### src/rtl/pc_stack_pkg.sv
// pc_stack_pkg: stack operation encoding and push/pop decode for the return-address stack.
package pc_stack_pkg;
  typedef enum logic [1:0] {OP_NOP, OP_PUSH, OP_POP, OP_REPLACE} stack_op_t;
  function automatic stack_op_t decode_op(input logic push, input logic pop);
    return push ? (pop ? OP_REPLACE : OP_PUSH) : (pop ? OP_POP : OP_NOP);
  endfunction
endpackage

### src/rtl/pc_stack_if.sv
// pc_stack_if: control and status bundle between the CPU controller and the return-address stack.
interface pc_stack_if #(parameter int WIDTH = 12, parameter int DEPTH = 8);
  localparam int CW = $clog2(DEPTH + 1);
  logic             push;
  logic             pop;
  logic             flush;
  logic             err_clr;
  logic [WIDTH-1:0] push_data;
  logic [WIDTH-1:0] top;
  logic [CW-1:0]    count;
  logic             empty;
  logic             full;
  logic             overflow;
  logic             underflow;
  modport master(output push, pop, flush, err_clr, push_data,
                 input top, count, empty, full, overflow, underflow);
  modport slave(input push, pop, flush, err_clr, push_data,
                output top, count, empty, full, overflow, underflow);
endinterface

### src/rtl/pc_stack_mem.sv
// pc_stack_mem: DEPTH x WIDTH register array, one synchronous write port, one asynchronous read port.
module pc_stack_mem #(
  parameter int WIDTH = 12,
  parameter int DEPTH = 8,
  localparam int PW = $clog2(DEPTH)
) (
  input  logic             clk,
  input  logic             we,
  input  logic [PW-1:0]    waddr,
  input  logic [WIDTH-1:0] wdata,
  input  logic [PW-1:0]    raddr,
  output logic [WIDTH-1:0] rdata
);
  logic [WIDTH-1:0] mem [DEPTH];
  always_ff @(posedge clk)
    if (we) mem[waddr] <= wdata;
  assign rdata = mem[raddr];
endmodule

### src/rtl/pc_stack.sv
// pc_stack: return-address stack with push/pop/replace, flush, occupancy and sticky error flags.
// Define PC_STACK_WRAP_EN to make a push into a full stack overwrite the oldest entry.
module pc_stack
  import pc_stack_pkg::*;
#(
  parameter int WIDTH = 12,
  parameter int DEPTH = 8
) (
  input logic       clk,
  input logic       rst,
  pc_stack_if.slave bus
);
  localparam int PW = $clog2(DEPTH);
  localparam int CW = $clog2(DEPTH + 1);
  localparam logic [CW-1:0] FULL_CNT = CW'(DEPTH);
`ifdef PC_STACK_WRAP_EN
  localparam bit WRAP = 1'b1;
`else
  localparam bit WRAP = 1'b0;
`endif
  logic [PW-1:0]    ptr, ptr_n, waddr;
  logic [CW-1:0]    cnt, cnt_n;
  logic             ovf, unf, ovf_set, unf_set, we, empty, full;
  logic [WIDTH-1:0] rdata;
  stack_op_t        op;
  assign empty = cnt == '0;
  assign full  = cnt == FULL_CNT;
  always_comb begin
    op      = decode_op(bus.push, bus.pop);
    we      = 1'b0;
    waddr   = ptr;
    ptr_n   = ptr;
    cnt_n   = cnt;
    ovf_set = 1'b0;
    unf_set = 1'b0;
    unique case (op)
      OP_PUSH: begin
        we      = !full || WRAP;
        ptr_n   = we ? ptr + 1'b1 : ptr;
        cnt_n   = full ? cnt : cnt + 1'b1;
        ovf_set = full;
      end
      OP_POP: begin
        ptr_n   = empty ? ptr : ptr - 1'b1;
        cnt_n   = empty ? cnt : cnt - 1'b1;
        unf_set = empty;
      end
      // replace on an empty stack degrades to a push after flagging underflow
      OP_REPLACE: begin
        we      = 1'b1;
        waddr   = empty ? ptr : ptr - 1'b1;
        ptr_n   = empty ? ptr + 1'b1 : ptr;
        cnt_n   = empty ? cnt + 1'b1 : cnt;
        unf_set = empty;
      end
      default: ;
    endcase
  end
  always_ff @(posedge clk)
    if (rst) begin
      ptr <= '0;
      cnt <= '0;
      ovf <= 1'b0;
      unf <= 1'b0;
    end else begin
      ptr <= bus.flush ? '0 : ptr_n;
      cnt <= bus.flush ? '0 : cnt_n;
      ovf <= (ovf & ~bus.err_clr) | (ovf_set & ~bus.flush);
      unf <= (unf & ~bus.err_clr) | (unf_set & ~bus.flush);
    end
  pc_stack_mem #(.WIDTH(WIDTH), .DEPTH(DEPTH)) u_mem (
    .clk  (clk),
    .we   (we & ~bus.flush & ~rst),
    .waddr(waddr),
    .wdata(bus.push_data),
    .raddr(ptr - 1'b1),
    .rdata(rdata)
  );
  assign bus.top       = empty ? '0 : rdata;
  assign bus.count     = cnt;
  assign bus.empty     = empty;
  assign bus.full      = full;
  assign bus.overflow  = ovf;
  assign bus.underflow = unf;
endmodule

### src/flat_wrapper.sv
// flat-port wrapper written by rule: the top's interface ports become plain ports
module pc_stack_flat import pc_stack_pkg::*;
#(
  parameter int WIDTH = 12,
  parameter int DEPTH = 8
)
  (clk, rst, bus_push, bus_pop, bus_flush, bus_err_clr, bus_push_data, bus_top, bus_count, bus_empty, bus_full, bus_overflow, bus_underflow);
  pc_stack_if #(.WIDTH(WIDTH), .DEPTH(DEPTH)) bus_i ();
  input logic clk;
  input logic rst;
  input wire logic [$bits(bus_i.push)-1:0] bus_push;
  input wire logic [$bits(bus_i.pop)-1:0] bus_pop;
  input wire logic [$bits(bus_i.flush)-1:0] bus_flush;
  input wire logic [$bits(bus_i.err_clr)-1:0] bus_err_clr;
  input wire logic [$bits(bus_i.push_data)-1:0] bus_push_data;
  output wire logic [$bits(bus_i.top)-1:0] bus_top;
  output wire logic [$bits(bus_i.count)-1:0] bus_count;
  output wire logic [$bits(bus_i.empty)-1:0] bus_empty;
  output wire logic [$bits(bus_i.full)-1:0] bus_full;
  output wire logic [$bits(bus_i.overflow)-1:0] bus_overflow;
  output wire logic [$bits(bus_i.underflow)-1:0] bus_underflow;
  assign bus_i.push = bus_push;
  assign bus_i.pop = bus_pop;
  assign bus_i.flush = bus_flush;
  assign bus_i.err_clr = bus_err_clr;
  assign bus_i.push_data = bus_push_data;
  assign bus_top = bus_i.top;
  assign bus_count = bus_i.count;
  assign bus_empty = bus_i.empty;
  assign bus_full = bus_i.full;
  assign bus_overflow = bus_i.overflow;
  assign bus_underflow = bus_i.underflow;
  pc_stack #(.WIDTH(WIDTH), .DEPTH(DEPTH)) u_core (.clk(clk), .rst(rst), .bus(bus_i));
endmodule
### config.mk
export PLATFORM = sky130hd
export DESIGN_NAME = pc_stack_flat
export DESIGN_NICKNAME = d
export VERILOG_FILES = /design/src/rtl/pc_stack_pkg.sv /design/src/rtl/pc_stack_if.sv /design/src/rtl/pc_stack_mem.sv /design/src/rtl/pc_stack.sv /design/src/flat_wrapper.sv
export SDC_FILE = /design/constraint.sdc
export NUM_CORES = 1
export LEC_CHECK = 0
export ABC_AREA = 1
export CAP_MARGIN = 30
export CORE_AREA = 3 3 132 134
export DETAILED_ROUTE_END_ITERATION = 10
export DIE_AREA = 0 0 135 137
export PLACE_DENSITY = 0.58
export SLEW_MARGIN = 20
export SYNTH_ARGS = -nofsm -noshare
export SYNTH_HDL_FRONTEND = slang
export SYNTH_HIERARCHICAL = 1
export SYNTH_SLANG_ARGS = --single-unit
### constraint.sdc
create_clock -name clk -period 2.2 [get_ports clk]
set_input_delay 0.22 -clock clk [delete_from_list [all_inputs] [get_ports clk]]
set_output_delay 0.22 -clock clk [all_outputs]
set_load 0.02 [all_outputs]
; After elaboration in Yosys (flattened, before gate mapping)
; Memory sizes are Yosys's and may differ from the RTL's.
; Cells that the tools add are included.
[word_totals]
in_bits = 18
wordCells = 52
regBits = 9
ram_bits = 96
n_memories = 1
[op_classes]
n_addsub = 4
bitwise = 11
eq_ne = 7
muxes = 18
reduce_logical = 7
[memory_table]
columns = memory, depth, word_bits, rd, rd_clocked_by_memory_dff, wr, line
row1 = u_core.u_mem.mem, 8, 12, 1, 0, 1, pc_stack_mem.sv:14  ; logic [WIDTH-1:0] mem [DEPTH];
[op_table]
columns = operator, count
row1 = $mux W12, 1
row2 = $mux W3, 4
row3 = $mux W4, 3
row4 = $pmux W4 S3, 1
row5 = $pmux W3 S3, 1
row6 = $and A1 B1 Y1, 6
row7 = $mux W2, 3
row8 = $add A4 B1 Y4 const B, 1
row9 = $eq A2 B2 Y1 const B, 2
row10 = $eq A4 B4 Y1 const B, 1
row11 = $logic_not A4 Y1, 1
row12 = $mux W1, 4
row13 = $ne A2 B2 Y1 const B, 2
row14 = $reduce_and A4 Y1, 1
row15 = $reduce_or A2 Y1, 2
row16 = $sub A4 B1 Y4 const B, 1
row17 = $add A3 B1 Y3 const B, 1
row18 = $not A1 Y1, 3
row19 = $reduce_and A3 Y1, 1
row20 = $reduce_bool A3 Y1, 1
row21 = $sub A3 B1 Y3 const B, 1
row22 = $eq A2 B1 Y1 const B, 1
row23 = $ne A2 B1 Y1 const B, 1
row24 = $or A1 B1 Y1, 2
row25 = 2 further kinds, 2

; Longest topological paths before layout
[depth]
word_depth = 8
mapped_depth = 12
mapped_depth_nobuf = 11

; Modules after synthesis
; The synthesis kept the hierarchy.
[by_module_without_submodules]
columns = mod, seq_area_each_um2, area_each_um2, cells_per_inst, n_inst
row1 = pc_stack_mem, 2882.8, 4239.1, 433, 1
row2 = pc_stack, 180.2, 782.0, 129, 1

; Least setup slack after synthesis
; No wires, ideal clock.
[synth_timing]
path_type = register -> register
startpoint = reg u_core.cnt[2], in the netlist u_core/bus.count[2]
endpoint = mem u_core.u_mem.mem[6][0], enable pin
arrival_time_ns = 1.778
setup_slack_ns = 0.042
setup_ns = 0.380
path_stages_with_launch = 7
t_required_ns = 1.820
path_buffers = 0
path_cell_list = dfxtp_1 > nor2_1 > nand2_2 > nand2_4 > o21ai_0 > nand2_1 > nor2_1
[synth_between]
word_cells_on_any_way = 10
classes_between = eq/ne: 1 / mux: 5 / bitwise: 2 / reduce/logical: 2
[synth_lines]
columns = element, line
row1 = from (decl), pc_stack.sv:22  ; logic [CW-1:0] cnt, cnt_n;
row2 = from (signal assigned), pc_stack.sv:67  ; cnt <= bus.flush ? '0 : cnt_n;
row3 = $logic_not A4 Y1, pc_stack.sv:26  ; assign empty = cnt == '0;
row4 = $mux W3, pc_stack.sv:51  ; waddr = empty ? ptr : ptr - 1'b1;
row5 = $mux W3, pc_stack.sv:36  ; unique case (op)
row6 = net u_core.waddr[2], pc_stack.sv:21  ; logic [PW-1:0] ptr, ptr_n, waddr;
row7 = to (decl), pc_stack_mem.sv:14
; The timed path passes the listed nets, and every way through them passes these cells.

; Worst setup path after layout
[layout_timing]
startpoint = reg u_core.ptr[0]
endpoint = out bus_top[5]
[layout_between]
elab_chain_len = 3
[layout_lines]
columns = element, line
row1 = from (decl), pc_stack.sv:21
row2 = from (signal assigned), pc_stack.sv:66  ; ptr <= bus.flush ? '0 : ptr_n;
row3 = $sub A3 B1 Y3, pc_stack.sv:76  ; .raddr(ptr - 1'b1),
row4 = $mem_v2 Z8 W12, n/a
row5 = net u_core.rdata[5], pc_stack.sv:24  ; logic [WIDTH-1:0] rdata;
row6 = $mux W12, pc_stack.sv:79  ; assign bus.top = empty ? '0 : rdata;
row7 = to (decl), flat_wrapper.sv:16  ; output wire logic [$bits(bus_i.top)-1:0] bus_top;
; The timed path passes the listed nets, and every way through them passes these cells.

==> metrics.cfg <==
[critical_path]
startpoint_type = flip-flop
reg2reg_slack_ns = 0.21
path_class = flip-flop to primary output
required_ns = 1.98
cp_cell_sequence = inv_2, ha_4, xnor2_2, inv_2, clkinvlp_4, buf_6, nand2_1, nand2_1, inv_2, nor2_2, buf_4
r2r_cells = 8
worstPathMaxFanout = 5
cp_common_cell = inv_2
cp-startpoint = u_core/ptr[0]
end_kind = primary output
cp.arrival_ns = 1.87
rr_startpoint = u_core/ptr[0]
crit_path_top_delay_cell = dfxtp_2
r2r_end = u_core/u_mem/mem[6][10]
critPathMaxStageDelay_ns = 0.33

[clock_tree]
cts_setup_buffers = 0
clk_latency_ns = 0.34
cts_buffers = 9
htree_levels = 3
clock_sinks = 105
cts_hold_buf = 0
cts-root-buf = clkbuf_16
cts_tree = built
clk_pin_slew_ns = 0.07
clk_path_buf_depth = 2

[die]
die_area_um2 = 18500
rows = 47
core-area_um2 = 16400
start_util = 0.306
die_h_um = 137
ios = 38
dieWidth_um = 135

[pwr]
p_int_mw = 3.47
p_leak_nw = 2.84
p_switching_mw = 1.23
swShare = 0.262
pwr-share-comb = 0.189
seq_power_share = 0.472
vdd_drop_max_v = 0.000364
power.total_mw = 4.70
p_per_area_nw_per_um2 = 745
clkPwrFrac = 0.339

[logic_synthesis]
synthCells = 562
synth-simple-area-share = 0.246
ys_types = 28
synth_top_family_by_area = simple AND/OR/NAND/NOR gates
synth_xor_area_frac = 0.00523
synth_area_per_cell_um2 = 8.93
yosysWarnings = 6
synth_fp_nets = 583
syn-cell-area_um2 = 5020
synth_top_area_cell = edfxtp_1
synth_top_area_frac = 0.574
seq_area_frac_synth = 0.610
synth_compound_area_frac = 0.0137
ys_seq_elements = 105
synthAdderAreaFrac = 0.00748
muxShareOfSynthArea = 0
synth.area.top_cells = edfxtp_1, nand2_1, inv_1, nand3_1, dfxtp_1

[sta]
setup_viol = 0
slew-limit-headroom = 0.709
finClkSkew_ns = 0.00461
tightest_slew_ns = 0.432
fin_crit_sh = 0.948
tns_ns = 0
hold_slack_ns = 0.459
max_freq_ghz = 0.479
final_max_slew_viol_count = 0
period_minus_slack_ns = 2.09
hold_viol_final = 0

[min_path]
hp-start = rst
min_path_type = input port to flip-flop
min_to = u_core/bus.overflow
holdPathStages = 2

[global_routing]
grt_use_met1 = 0.158
grt_pass1_wl_um = 17800
grt_pass1_vias = 3523
overflow = 0
grt_max_degree = 21
antenna_found_initial = 0
grt.total_usage = 0.124
grt_use_met2 = 0.215
grtUsageMet3 = 0.0265
busiest_layer = met2

[layout]
antenna_cells = 0
fillers = 1611
syn_to_final_growth_pct = 25.7
layout.nets = 658
drive_gt1_frac = 0.176

[placed_design]
dp_hpwl_um = 7850
portBuffers = 37
gp_congestion = 0.828

[drt]
routedWlPerCell_um = 12.6
drc = 0
first_pass_iters = 4
ant_nets = 0
vias = 3644
drt_iter0_markers = 216
viasPerCell = 4.23
drt_wl_total_um = 10900

[run_status]
status = completed

[job]
maxCapViolCount = 0

-- cell usage after synthesis --
cell	instances
a21oi_1	3
buf_2	11
buf_4	3
buf_6	1
clkbuf_1	3
clkinv_1	19
dfxtp_1	9
edfxtp_1	96
ha_1	3
inv_1	99
inv_2	13
nand2_1	184
nand2_2	1
nand2_4	3
nand3_1	55
nand3_2	2
nand4_1	1
nor2_1	36
nor2_4	2
nor2_8	1
nor3_1	2
nor3b_1	1
o21ai_0	6
o21ai_1	3
o32ai_1	1
or2_2	1
xnor2_1	1
xor2_1	2
-- stage by stage --
step	setup slack [ns]	utilization	instance area, um^2	std cells
4_1_cts	-0.0000884	0.380	6240	862
3_3_place_gp	-0.156	0.364	5980	846
3_5_place_dp	-0.217	0.364	5980	846
6_report	0.114	0.385	6310	862
5_1_grt	-0.00114	0.385	6310	862
2_1_floorplan	0.0418	-	5020	562
-- metal layers --
metal | vias up | wire length, um
li1 | 1883 | -
met1 | 1714 | 4980
met2 | 41 | 5460
met3 | 6 | 355
met4 | 0 | 78
met5 | - | 0
-- what timing repair did --
item / 4_1_cts / 5_1_grt
gates resized for setup: 58 / 29
pin swaps: 0 / 1
endpoints found under the setup margin: 13 / 12
-- cell usage in the layout (no fill, tap or decap), drive strengths merged --
cell type	n
xnor2	1
nand2	188
edfxtp	96
or2	1
o21ai	9
nand3	57
buf	57
nor3	2
clkinv	21
o32ai	1
nor3b	1
dlygate4sd2	1
a21oi	3
clkinvlp	2
nand4	1
xor2	2
clkbuf	11
nor2	39
bufinv	1
ha	3
clkdlybuf4s50	24
dfxtp	9
inv	112
-- worst max path at each step --
stage	to	slack, ns	depth (start not counted)
2_1_floorplan	u_core/u_mem/mem[6][0]	0.04	6
3_3_place_gp	bus_top[7]	-0.16	11
3_5_place_dp	bus_top[5]	-0.22	11
4_1_cts	bus_top[9]	-0.00009	11
5_1_grt	bus_top[7]	-0.001	12
6_report	bus_top[5]	0.11	11
-- worst max-delay path, delay by kind of cell, from the launching register on --
family                     cells  cell delay, ns
buffers and inverters          6            0.75
DFF                            1            0.33
and+or+nand+nor                3            0.14
xor gates and xnor gates       1            0.13
adders and majority gates      1            0.16
-- layout make-up --
type | instances | area, um^2 | area share
Clock buffer | 11 | 233 | 0.0369
Clock inverter | 5 | 63.8 | 0.0101
Inverter | 131 | 505 | 0.0801
Multi-Input combinational cell | 308 | 1400 | 0.222
Sequential cell | 105 | 3070 | 0.486
Tap cell | 220 | 275 | 0.0436
Timing Repair Buffer | 82 | 767 | 0.121
-- power groups by stage --
stage	Sequential (mW)	Combinational, mW	Clock [mW]
2_1_floorplan	2.27	0.470	0
3_3_place_gp	2.26	0.871	0
3_5_place_dp	2.26	0.877	0
4_1_cts	2.22	0.858	1.63
5_1_grt	2.22	0.994	1.72
6_report	2.22	0.887	1.60
-- flip-flops by register name, summed over array words and instances (netlist names) --
name,count
u_core/u_mem/mem,96
u_core/bus.count,4
u_core/ptr,3
u_core/bus.overflow,1
u_core/bus.underflow,1
-- cell families after synthesis --
| family | count (synthesis) |
|---|---|
| AND/OR/NAND/NOR | 289 |
| flip-flops | 105 |
| buffers and inverters | 149 |
| XOR/XNOR | 3 |
| AO/OA/AOI/OAI | 13 |
| adder cells (fa/ha/maj) | 3 |
Power figures use the tool's default switching activity.
==> variant, RTL diff (config.mk and constraints unchanged) <==
Set the localparam `WRAP` to 1'b1 (it was 1'b0).
--- a/src/rtl/pc_stack.sv
+++ b/src/rtl/pc_stack.sv
@@ -17,5 +17,5 @@
   localparam bit WRAP = 1'b1;
 `else
-  localparam bit WRAP = 1'b0;
+  localparam bit WRAP = 1'b1;
 `endif
   logic [PW-1:0]    ptr, ptr_n, waddr;
Behaviour: not the same (a bounded check fails within 10 cycles, from zero or initial values and one cycle with rst high).
==> variant against the original RTL <==
- setup slack improved by 0.018 ns
- register-to-register slack better by 0.06 ns
- sequential power is essentially flat
- design area increased by 0.79%
- total power increased by 4.1%
- sequential cell count stayed put
- area after synthesis up 1.1%
- wire length up 3.9%
==> variant: results (changes against the original RTL) <==
Met1 Track Usage GR - 16.0% (+0.14 points)
Synth cell types - 27 (-3.6%)
Synth Area in XOR/XNOR - 0.863% (+0.34 points)
Met3 usage - 2.87% (+0.22 points)
GR Util All Layers - 12.8% (+0.44 points)
Hold Path Origin - u_core/bus.underflow$_SDFF_PP0_
Post-synthesis adder-cell area fraction - 1.73% (+0.98 points)
Length of routed met3 wiring - 440 um (+24%)
Critical Path Start - u_core/ptr[0]$_SDFFE_PP0P_
Clk root buf - clkbuf_16
Reg2reg setup slack - 0.27 ns (+0.06 ns)
Largest net degree at the start of global routing - 37 (+76%)
Slew @ Worst Pin - 0.299 ns (-0.133 ns)
Status - finished, final reports clean
Worst R2R End - u_core/u_mem/mem[4][6]$_DFFE_PP_
Worst-path clk slew - 0.07 ns (about the same)
Top cells by area, synth - edfxtp_1, nand2_1, inv_1
Clock network power - 1.65 mW (+3%)
P_sw - 1.28 mW (+3.7%)
Hold path endpoint - u_core/bus.underflow$_SDFF_PP0_
Met2 Wirelength - 5660 um (+3.7%)
Vias in the first global route - 3611 (+2.5%)
PortBufs - 37 (unchanged)
ANT cells - 0 (unchanged)
Biggest register - u_core/u_mem/mem
Seq/Total Area, Yosys - 60.4% (-0.65 points)
Final WL - 11300 um (+3.9%)
Complex-gate fraction of the synthesized area - 1.87% (+0.50 points)
Synth cell count leaders - nand2_1, inv_1, edfxtp_1, nand3_1, nor2_1
Critical Path AT - 1.85 ns (-0.02 ns)
FFs w/ async S/R, synth - 0% (unchanged)
Net Count, Synth - 587 (+0.69%)
Number of flops mapped to enable cells by yosys - 96 (unchanged)
Mux contribution to synthesized area - 0% (unchanged)
Tightest Hold Check Type - reg2reg
Inserted Clock Buffers - 9 (unchanged)
Average wire per standard cell - 13.1 um (+3.9%)
Worst-path fanout max - 10 (+5)
Post-Place Cell Area - 6010 um^2 (+0.57%)
Worst-Skew Late Latency - 0.34 ns (about the same)
GP Congestion - 0.795 (-4.0%)
First-pass GRT wire length - 18300 um (+3.1%)
Placed Cells - 845 (-0.12%)
Hold Slack - 0.480 ns (+0.0211 ns)
Static Leak - 2.86 nW (+0.56%)
Fin crit share - 94.0% (-0.82 points)
Reg power frac - 45.4% (-1.8 points)
Switching Fraction - 26.1% (-0.10 points)
Peak supply drop - 0.352 mV (-3.3%)
Nets - 662 (+0.61%)
Via density per instance - 4.18 (-1.2%)
M2 GR Usage - 21.9% (+0.39 points)
Detailed Place HPWL - 7680 um (-2.2%)
Post-Synthesis Cells - 562 (unchanged)
Share of layout cells above drive strength 1 - 16.7% (-0.93 points)
M1 WL - 5010 um (+0.70%)
Number of DRC markers in iteration 0 - 219 (+1.4%)
Worst slack at placement - -0.0878 ns (+0.130 ns)
Fin Clk Skew - 0.00670 ns (+0.00209 ns)
-- variant: changes by cell type in the layout (fill, tap and decap cells not counted), sizes merged, moves of 2 or more --
cell | unedited run | this run
nor3 | 2 | 0
ha | 3 | 7
clkinvlp | 2 | 0
nand2 | 188 | 180
nor2 | 39 | 36
a21oi | 3 | 7
o21ai | 9 | 12
clkinv | 21 | 25
xnor2 | 1 | 3
-- variant: worst reg2reg max path, cell delays in order, from the launching register on --
cell and delay [ns]:
dfxtp_2 0.34, inv_2 0.06, ha_4 0.16, xnor2_2 0.13
buf_4 0.14, o21ai_1 0.25, nand2_1 0.12, nor2_1 0.16
buf_4 0.26
-- variant: cell type report --
cell class                 instances  area (um^2)
sequential                       105         3070
inverter                         134          512
fill                            1588        10000
tap                              220          275
clock buffer                      10          229
timing repair buffer              82          763
multi-input combinational        305         1440
clock inverter                     6         82.6
-- variant: timing repair --
item / 4_1_cts / 5_1_grt
setup endpoints to repair: 12 / 12
resized for setup: 52 / 21
hold buffers: 0 / 0
cloned: 0 / 1
